`src/rtl/imm_ext_pkg.sv`:
```
// rtl/imm_ext_pkg.sv - shared immediate-extension mode encodings and helpers
package imm_ext_pkg;

    localparam int MODE_W = 3;

    typedef enum logic [MODE_W-1:0] {
        MODE_SIGN   = 3'd0,
        MODE_ZERO   = 3'd1,
        MODE_LUI    = 3'd2,
        MODE_BRANCH = 3'd3,
        MODE_JUMP   = 3'd4
    } imm_mode_e;

    // Encodings 5..7 are reserved and flagged as illegal by the extender.
    function automatic logic mode_is_reserved(input logic [MODE_W-1:0] mode);
        return mode > MODE_JUMP;
    endfunction

endpackage

```
`src/rtl/imm_ext_core.sv`:
```
// rtl/imm_ext_core.sv - combinational mode-to-word immediate extender
module imm_ext_core
    import imm_ext_pkg::*;
#(
    parameter int IN_W  = 16,
    parameter int JMP_W = 26,
    parameter int OUT_W = 32
) (
    input  logic [MODE_W-1:0] mode,
    input  logic [JMP_W-1:0]  imm,
    output logic [OUT_W-1:0]  data,
    output logic              illegal
);

    logic [OUT_W-1:0] sext;
    logic [OUT_W-1:0] zext;
    logic [OUT_W-1:0] lui;
    logic [OUT_W-1:0] branch;
    logic [OUT_W-1:0] jump;

    always_comb begin
        sext                = {OUT_W{imm[IN_W-1]}};
        sext[IN_W-1:0]      = imm[IN_W-1:0];
        zext                = '0;
        zext[IN_W-1:0]      = imm[IN_W-1:0];
        lui                 = '0;
        lui[2*IN_W-1:IN_W]  = imm[IN_W-1:0];
        branch              = sext << 2;
        jump                = '0;
        jump[JMP_W+1:0]     = {imm, 2'b00};
    end

    always_comb begin
        data    = '0;
        illegal = mode_is_reserved(mode);
        case (mode)
            MODE_SIGN:   data = sext;
            MODE_ZERO:   data = zext;
            MODE_LUI:    data = lui;
            MODE_BRANCH: data = branch;
            MODE_JUMP:   data = jump;
            default:     data = '0;
        endcase
    end

endmodule

```
`src/rtl/imm_extend_stage.sv`:
```
// rtl/imm_extend_stage.sv - registered immediate extender with output + skid buffering
module imm_extend_stage
    import imm_ext_pkg::*;
#(
    parameter int IN_W  = 16,
    parameter int JMP_W = 26,
    parameter int OUT_W = 32,
    parameter int TAG_W = 5
) (
    input  logic              clock,
    input  logic              reset,
    input  logic              flush,
    input  logic              in_valid,
    output logic              in_ready,
    input  logic [MODE_W-1:0] in_mode,
    input  logic [JMP_W-1:0]  in_imm,
    input  logic [TAG_W-1:0]  in_tag,
    output logic              out_valid,
    input  logic              out_ready,
    output logic [OUT_W-1:0]  out_data,
    output logic [TAG_W-1:0]  out_tag,
    output logic              out_illegal
);

    logic [OUT_W-1:0] core_data;
    logic             core_illegal;

    logic             skid_full;
    logic [OUT_W-1:0] skid_data;
    logic [TAG_W-1:0] skid_tag;
    logic             skid_illegal;

    logic             in_xfer;
    logic             load_out;

    imm_ext_core #(
        .IN_W  (IN_W),
        .JMP_W (JMP_W),
        .OUT_W (OUT_W)
    ) u_core (
        .mode    (in_mode),
        .imm     (in_imm),
        .data    (core_data),
        .illegal (core_illegal)
    );

    // Ready depends only on registered skid state, so out_ready never reaches in_ready.
    assign in_ready = !skid_full;
    assign in_xfer  = in_valid && in_ready;
    assign load_out = !out_valid || out_ready;

    always_ff @(posedge clock) begin
        if (reset) begin
            out_valid    <= 1'b0;
            out_data     <= '0;
            out_tag      <= '0;
            out_illegal  <= 1'b0;
            skid_full    <= 1'b0;
            skid_data    <= '0;
            skid_tag     <= '0;
            skid_illegal <= 1'b0;
        end else if (flush) begin
            out_valid <= 1'b0;
            skid_full <= 1'b0;
        end else if (load_out) begin
            // Skid holds the older entry, so it drains before any new input.
            if (skid_full) begin
                out_valid   <= 1'b1;
                out_data    <= skid_data;
                out_tag     <= skid_tag;
                out_illegal <= skid_illegal;
                skid_full   <= 1'b0;
            end else if (in_xfer) begin
                out_valid   <= 1'b1;
                out_data    <= core_data;
                out_tag     <= in_tag;
                out_illegal <= core_illegal;
            end else begin
                out_valid   <= 1'b0;
            end
        end else if (in_xfer) begin
            skid_full    <= 1'b1;
            skid_data    <= core_data;
            skid_tag     <= in_tag;
            skid_illegal <= core_illegal;
        end
    end

endmodule

```
`config.mk`:
```
export PLATFORM = sky130hd
export DESIGN_NAME = imm_extend_stage
export DESIGN_NICKNAME = d
export VERILOG_FILES = /design/src/rtl/imm_ext_pkg.sv /design/src/rtl/imm_ext_core.sv /design/src/rtl/imm_extend_stage.sv
export SDC_FILE = /design/constraint.sdc
export NUM_CORES = 1
export LEC_CHECK = 0
export CAP_MARGIN = 15
export CORE_MARGIN = 2
export CORE_UTILIZATION = 40
export DETAILED_ROUTE_END_ITERATION = 10
export HOLD_SLACK_MARGIN = 0.08
export SLEW_MARGIN = 20
export SYNTH_ARGS = -nofsm -noshare
export SYNTH_HDL_FRONTEND = slang
export SYNTH_SLANG_ARGS = --single-unit
```
`constraint.sdc`:
```
create_clock -name clock -period 2 [get_ports clock]
set_clock_uncertainty 0.2 [all_clocks]
set_input_delay 0.4 -clock clock [delete_from_list [all_inputs] [get_ports clock]]
set_output_delay 0.4 -clock clock [all_outputs]
set_load 0.01 [all_outputs]
```
* After elaboration in Yosys (flattened, before gate mapping) *
Cells that the tools add are included.
Widths: inputs -> output; s select.

storage, ports and cells
  flip-flop bits (word level) = 78
  input port bits = 39
  logic and storage cells = 34
  output and inout port bits = 40

operators by class
  reductions and logical operators = 10
  equality and inequality tests = 4
  $lt $le $gt $ge = 1
  multiplexer cells = 9
  bitwise logic cells = 2

operator list
  operator            count
  $pmux 32 s5         1
  $mux 32             2
  $mux 5              2
  $eq 3x2->1 const B  2
  $reduce_and 3->1    2
  $mux 1              4
  $eq 3x1->1 const B  1
  $eq 3x3->1 const B  1
  $gt 3x3->1 const B  1
  $logic_not 3->1     1
  $reduce_or 3->1     1
  $logic_not 1->1     2
  $not 1->1           2
  $reduce_bool 2->1   1
  $reduce_or 2->1     1
  $logic_and 1x1->1   1
  $logic_or 1x1->1    1

* Depth between registers and ports, before layout *
Gate-level depths: netlist of run 1.

  word-level depth = 4
  depth in mapped cells = 7
  gate-level depth less buffers = 4

* Modules after synthesis *
A second synthesis of run 1 with hierarchy kept.

second synthesis, totals
  cell total of the unflattened synthesis = 440
  area, all modules = 4464.3 um^2

modules (own cells, without submodules)
  module            cells an instance  area each (um^2)  instances  seq. area each (um^2)
  imm_extend_stage  349                3658.5            1          1561.5
  imm_ext_core      91                 805.8             1          0.0

* Least setup slack after synthesis of run 1 *
No wires, ideal clock.

  path kind = input-to-reg
  from = input in_mode[0]
  to = register out_data[10]
  arrival time = 1.465 ns
  stages on the path = 7
  slack = 0.202 ns
  required time = 1.668 ns
  library setup time = 0.132 ns
  path buffers = 3
  cells stage by stage = buf_6 > and3b_1 > buf_2 > buf_6 > a221o_1 > o211ai_2 > a21oi_1

on the way
  word-level cells in the longest chain between the ends = 4
  elaborated cells on any way between the ends = 8
  those cells by class = eq/ne: 4; mux: 3; reduce/logical: 1

RTL lines
  element                                   RTL line                source
  start: declaration                        imm_extend_stage.sv:15  input logic [MODE_W-1:0] in_mode,
  $eq 3x3->1, or another cell as far along  imm_ext_core.sv:36      case (mode)
  $pmux 32 s5 (*)                           imm_ext_core.sv:36
  $mux 32 (*)                               imm_extend_stage.sv:73  end else if (in_xfer) begin
  $mux 32 (*)                               imm_extend_stage.sv:67  if (skid_full) begin
  end signal: assignment                    imm_extend_stage.sv:69  out_data <= skid_data;
  end signal: assignment                    imm_extend_stage.sv:75  out_data <= core_data;
  end: declaration                          imm_extend_stage.sv:20  output logic [OUT_W-1:0] out_data,

Mark *: on every way between the ends. The rest lies on a longest branch, timed or not. The select of a mux whose other input is x is not followed.
A chain may end at the register's enable or synchronous reset.

* Final worst setup path of run 1 *
  from = input out_ready
  to = register out_data[13]

on the way
  word-level cells in the longest chain between the ends = 2

RTL lines
  element                     RTL line                source
  start: declaration          imm_extend_stage.sv:19  input logic out_ready,
  $logic_or 1x1->1            imm_extend_stage.sv:50  assign load_out = !out_valid || out_ready;
  $reduce_and 3->1 (no line)  -

No other way between the ends.

==> results.py, run 1 <==
metrics = {
    "timing": {
        "rsz0062_at_grt": "false",
        "period_minus_slack_ns": 1.93,
        "timing.final.crit_share_pct": 96.3,
        "finalHoldViolCount": 0,
        "fin_setup_tns_ns": 0,
        "setup_viol": 0,
        "slew_headroom_pct": 66.3,
        "max_freq_ghz": 0.519,
        "tightest_slew_ns": 0.503,
        "drv_slew": 0,
    },
    "global_route": {
        "track_usage_pct": 20.9,
        "grt_pass1_vias": 3682,
        "antenna_found_initial": 0,
        "grt_pass1_wl_mm": 18.7,
        "grt_max_degree": 52,
        "overflow": 0,
    },
    "routing": {
        "detail_route.vias_per_cell": 5.26,
        "drc": 0,
        "drt_wl_total_mm": 11.2,
        "avgRoutedWirePerCell_um": 15.7,
        "drtPass1Iterations": 4,
        "drtIter0Drc": 213,
        "vias": 3753,
        "postRouteAntennaNets": 0,
    },
    "critical_path": {
        "reg2reg_slack_ns": 0.18,
        "crit_fanout": 21,
        "r2r-start": "out_valid",
        "arrival_ns": 2.01,
        "crit_type": "input pin to flip-flop",
        "r2r_cells": 5,
        "rr_endpoint": "out_data[13]",
        "critical_path_required_ns": 2.09,
        "endpoint_kind": "flip-flop",
        "start_kind": "input pin",
    },
    "power": {
        "power_leakage_nw": 2.04,
        "vdd_drop_max_v": 0.000352,
        "powerDensity_mw_per_mm2": 649,
    },
    "layout": {
        "drive_gt1_share_pct": 19.1,
        "fillers": 1005,
        "area_growth_pct": 32.9,
        "antenna_cells": 0,
        "ff_latch_area_mm2": 0.00156,
        "multiInputGateArea_mm2": 0.00239,
        "design_area_mm2": 0.00560,
        "layout.nets": 611,
    },
    "flow_run": {
        "maxCapViolCount": 0,
    },
    "hold_path": {
        "hp-class": "flip-flop to flip-flop",
        "min_to": "skid_data[0]",
        "hold_start": "skid_data[0]",
        "holdPathStages": 2,
    },
    "run_status": {
        "status": "complete, no violations",
    },
    "clocking": {
        "clk-insertion-delay-late_ns": 0.36,
        "cts.sinks": 78,
        "cts_buffers": 9,
        "clockBufferDepth": 2,
        "tritoncts": "done",
        "clk_pin_slew_worst_paths_ns": 0.08,
        "cts_setup_buffers": 0,
        "root_buffer": "clkbuf_8",
        "htreeDepth": 3,
    },
    "logic_synthesis": {
        "synth_flop_cell": "dfxtp_1",
        "synth_fp_nets": 526,
        "ys_warn_count": 0,
        "yosys-top-cells-area": "dfxtp_1 (37%), nor2_1 (7.0%), o211ai_2 (5.1%), mux2i_1 (4.0%), nor3_1 (3.7%)",
        "synth-async-reset-ratio_pct": 0,
        "yosys.area.top_type_share_pct": 37.1,
        "netlist_instances": 487,
        "synthTopCellsByCount": "nor2_1 (79), dfxtp_1 (78), nand2_1 (33), nor3_1 (31), a21oi_1 (29)",
        "synth_cell_types": 49,
        "ys_ff_latch": 78,
        "syn-mean-instance-area_um2": 8.65,
        "synth_most_common_cell": "nor2_1",
        "synth_edf_count": 0,
        "ys_seq_area_share_pct": 37.1,
        "syn-cell-area_mm2": 0.00421,
        "synth_largest_area_cell": "dfxtp_1",
    },
    "floorplan": {
        "core_area_mm2": 0.0103,
        "start_util_pct": 41.0,
        "die-area_mm2": 0.0114,
        "ioPinCount": 79,
        "die_h_um": 107,
        "die_w_um": 107,
        "rows": 37,
    },
    "place": {
        "placed_area_mm2": 0.00535,
        "hpwl_mm": 8.08,
        "place.gp.congestion": 0.840,
        "port_buffers": 78,
    },
}
[logic make-up after synthesis]
family	after synthesis	synth area share, %
flops	78	37.1
buf+inv	52	6.42
mux	17	4.04
simple gates	230	29.7
compound gates	110	22.8
[critical path: stages]
cell and delay, ns:
clkdlybuf4s50_1 0.47, nor2b_1 0.09, or3_1 0.41, buf_12 0.18, or3_1 0.30, o211ai_1 0.15
[how the worst max path moves through the flow]
stage               slack (ns)        from  cells past startpoint       endpoint
global placement         -0.44  in_mode[2]                      5    out_data[2]
detailed placement       -0.51  in_mode[2]                      5  skid_data[12]
CTS                       0.01  in_mode[2]                      7    out_data[3]
floorplan                 0.20  in_mode[0]                      7   out_data[10]
global route              0.02   out_ready                      6   out_data[18]
finish                    0.07   out_ready                      6   out_data[13]
[timing repair]
| action | 4_1_cts | 5_1_grt |
|---|---|---|
| gates cloned | 0 | 0 |
| pin swaps | 0 | 0 |
| resized for setup | 6 | 5 |
| endpoints found under the setup margin | 28 | 12 |
| hold buffers | 0 | 0 |
[placed cells by master (no fill, tap or decap), types with 4 or more instances in the layout]
cell type        synthesis  final
mux2i_1                 17     17
nand2_1                 33     33
buf_4                    4     35
dfxtp_1                 78     77
a221oi_2                 9      9
and2b_1                  4      4
buf_12                   0      9
o211ai_1                 6      6
nor2b_1                 14     13
clkbuf_8                 0     10
nor3_1                  31     31
o211ai_2                17     17
nand2b_1                15     15
nor3b_1                 12     12
o21ai_0                  4      4
nor2_1                  79     79
clkdlybuf4s50_1          0     73
nor3_2                  10      9
a211oi_2                 4      4
a21oi_1                 29     29
a211o_1                  4      4
nand4bb_1                7      7
a221o_1                 12     12
a211oi_1                15     15
[per-layer routing]
metal	share of wire (%)	routed length [µm]	global-route usage [%]	vias up
met4	1.1	122	6.12	0
met2	46	5180	33.4	70
met1	48	5430	28.7	1762
li1	-	-	-	1912
met5	0	0	0	-
met3	4.4	498	4.13	9
[cell type report]
cell class	count	share of cell area, %
multi-input cells	357	42.7
repair buffers	124	22.2
clock buffers	11	2.53
clock inverters	5	1.45
inverters	2	0.134
flip-flops and latches	78	27.9
well taps	136	3.04
[registers in the layout, summed over array words and instances (netlist names)]
register and count:
skid_data 32, out_tag 5, skid_illegal 1, skid_tag 5, out_illegal 1, skid_full 1
out_data 32, out_valid 1
[report_power, final]
| part | switching (mW) | internal, mW |
|---|---|---|
| clock network | 0.590 | 0.740 |
| logic | 0.331 | 0.342 |
| registers | 0.0271 | 1.60 |
[per-stage QoR]
| stage | hold WS (ns) | instances | setup WS [ns] | utilization (%) | power, mW |
|---|---|---|---|---|---|
| after detailed placement | 0.245 | 697 | -0.508 | 52.0 | 2.34 |
| final | 0.253 | 713 | 0.0741 | 54.5 | 3.63 |
| after global routing | 0.281 | 713 | 0.0193 | 54.5 | 3.80 |
| after global placement | 0.239 | 697 | -0.442 | 52.0 | 2.33 |
| after CTS | 0.249 | 713 | 0.0118 | 54.3 | 3.66 |
| after floorplan | 0.232 | 487 | 0.202 | - | 2.02 |
No activity file was read; power rests on OpenSTA's default activity.
==> inputs of run 2 (changes only) <==
ABC_CLOCK_PERIOD_IN_PS = 2000   (was not set)
CORE_MARGIN = not set   (was 2)
CORE_UTILIZATION = 46   (was 40)
PLACE_DENSITY = 0.72   (was not set)
==> run 2 against run 1 <==
Against the previous run: the flow now finishes with violations (design-rule violations); cell area fell by 1.1%; clock-buffer cell count stayed put; critical endpoint unchanged; highest routed layer unchanged; power decreased by 6.5%.
==> results.py, run 2 (synthesis results as in run 1) <==
metrics = {
    "power": {
        "fin_total_pwr_mw": 3.40,
        "power_leakage_nw": 2.01,
        "vdd_drop_max_v": 0.000339,
        "powerDensity_mw_per_mm2": 614,
    },
    "global_route": {
        "antenna_found_initial": 0,
        "overflow": 0,
        "track_usage_pct": 24.6,
        "grt_pass1_vias": 3685,
        "grt_max_degree": 52,
        "grt_pass1_wl_mm": 18.6,
    },
    "run_status": {
        "violations": "design-rule violations",
        "status": "finished, violations left",
    },
    "timing": {
        "drv_slew": 0,
        "slew_headroom_pct": 71.0,
        "finalHoldViolCount": 0,
        "period_minus_slack_ns": 1.90,
        "max_freq_ghz": 0.526,
        "timing.final.crit_share_pct": 95.1,
        "tightest_slew_ns": 0.434,
        "hold_slack_ns": 0.255,
        "setup_viol": 0,
        "rsz0062_at_grt": "false",
    },
    "place": {
        "hpwl_mm": 8.06,
        "dp.cells": 668,
        "place.gp.congestion": 0.851,
        "port_buffers": 78,
    },
    "routing": {
        "postRouteAntennaNets": 0,
        "drt_wl_total_mm": 11.3,
        "vias": 3890,
        "drtPass1Iterations": 8,
        "avgRoutedWirePerCell_um": 16.6,
        "detail_route.vias_per_cell": 5.69,
        "drc": 8,
        "drtIter0Drc": 209,
    },
    "layout": {
        "final_common_cell": "nor2_1",
        "area_growth_pct": 31.4,
        "final_cell_mix": "nor2_1 (79), dfxtp_1 (77), clkdlybuf4s50_1 (73), nand2_1 (33), buf_4 (33)",
        "stdcell_count": 684,
        "drive_gt1_share_pct": 19.3,
        "fillers": 784,
        "antenna_cells": 0,
        "reg_top3": "out_data (32), skid_data (32)",
        "layout.nets": 610,
        "fin_util_pct": 62.8,
    },
    "critical_path": {
        "start_kind": "input pin",
        "startpoint": "out_ready",
        "critical_path_required_ns": 2.08,
        "crit_type": "input pin to flip-flop",
        "endpoint_kind": "flip-flop",
        "crit_fanout": 7,
        "arrival_ns": 1.98,
        "r2r-start": "out_valid",
    },
    "clocking": {
        "htreeDepth": 3,
        "cts.sinks": 78,
        "cts_setup_buffers": 0,
        "root_buffer": "clkbuf_8",
        "clk_pin_slew_worst_paths_ns": 0.08,
        "cts_buffers": 9,
        "tritoncts": "done",
        "postCtsHoldBufs": 0,
        "clockBufferDepth": 2,
        "clk-insertion-delay-late_ns": 0.36,
    },
    "floorplan": {
        "ioPinCount": 79,
        "start_util_pct": 47.8,
        "rows": 34,
        "die-area_mm2": 0.00954,
        "die_h_um": 97.7,
        "core_area_mm2": 0.00881,
        "die_w_um": 97.7,
    },
    "hold_path": {
        "hp-class": "flip-flop to flip-flop",
        "hold_start": "skid_data[0]",
    },
    "flow_run": {
        "maxCapViolCount": 0,
    },
}
## run 2: path summary, 6_finish.rpt
kind                       end  slack [ns]  depth (start not counted)
setup / recovery  out_data[13]         0.1                          6
hold reg to reg   skid_data[0]        0.25                          2
hold / removal    skid_data[0]        0.25                          2
setup reg to reg  out_data[13]        0.20                          5
## run 2: report_power, final
part	switching [mW]	internal, mW	leakage (nW)
clock	0.601	0.485	0.0857
combinational	0.338	0.341	1.29
sequential	0.0269	1.60	0.634
## run 2: worst max-delay path, cell delays in order
cell and delay (ns):
clkdlybuf4s50_1 0.47, nor2b_1 0.09, or3_4 0.38, buf_4 0.18, or3_1 0.30, o211ai_1 0.16
## run 2: per-stage QoR
stage | worst slack, ns | cell area, µm² | TNS [ns]
after floorplan | 0.202 | 4210 | 0
after global placement | -0.483 | 5310 | -21.89
after global routing | 0.0258 | 5530 | 0
after CTS | 0.0146 | 5490 | 0
after detailed placement | -0.543 | 5310 | -25.26
final | 0.0976 | 5530 | 0
## run 2: layout make-up
class | instances | area, µm² | area share (%)
clock buffers | 11 | 141 | 2.56
flip-flops and latches | 78 | 1560 | 28.2
clock inverters | 5 | 33.8 | 0.611
repair buffers | 123 | 1240 | 22.5
inverters | 2 | 7.51 | 0.136
multi-input cells | 357 | 2410 | 43.5
well taps | 108 | 135 | 2.44
## run 2: timing repair
item                                    CTS  global route
resized for setup                         7            10
endpoints found under the setup margin   32            33
endpoints found under the hold margin     0             0
## run 2: per-layer routing
layer,share of wire (%),up-vias,track usage (%)
met5,0,-,0
li1,-,1912,-
met3,5.5,19,4.24
met1,46,1841,33.2
met4,1.7,0,8.04
met2,47,118,39.7
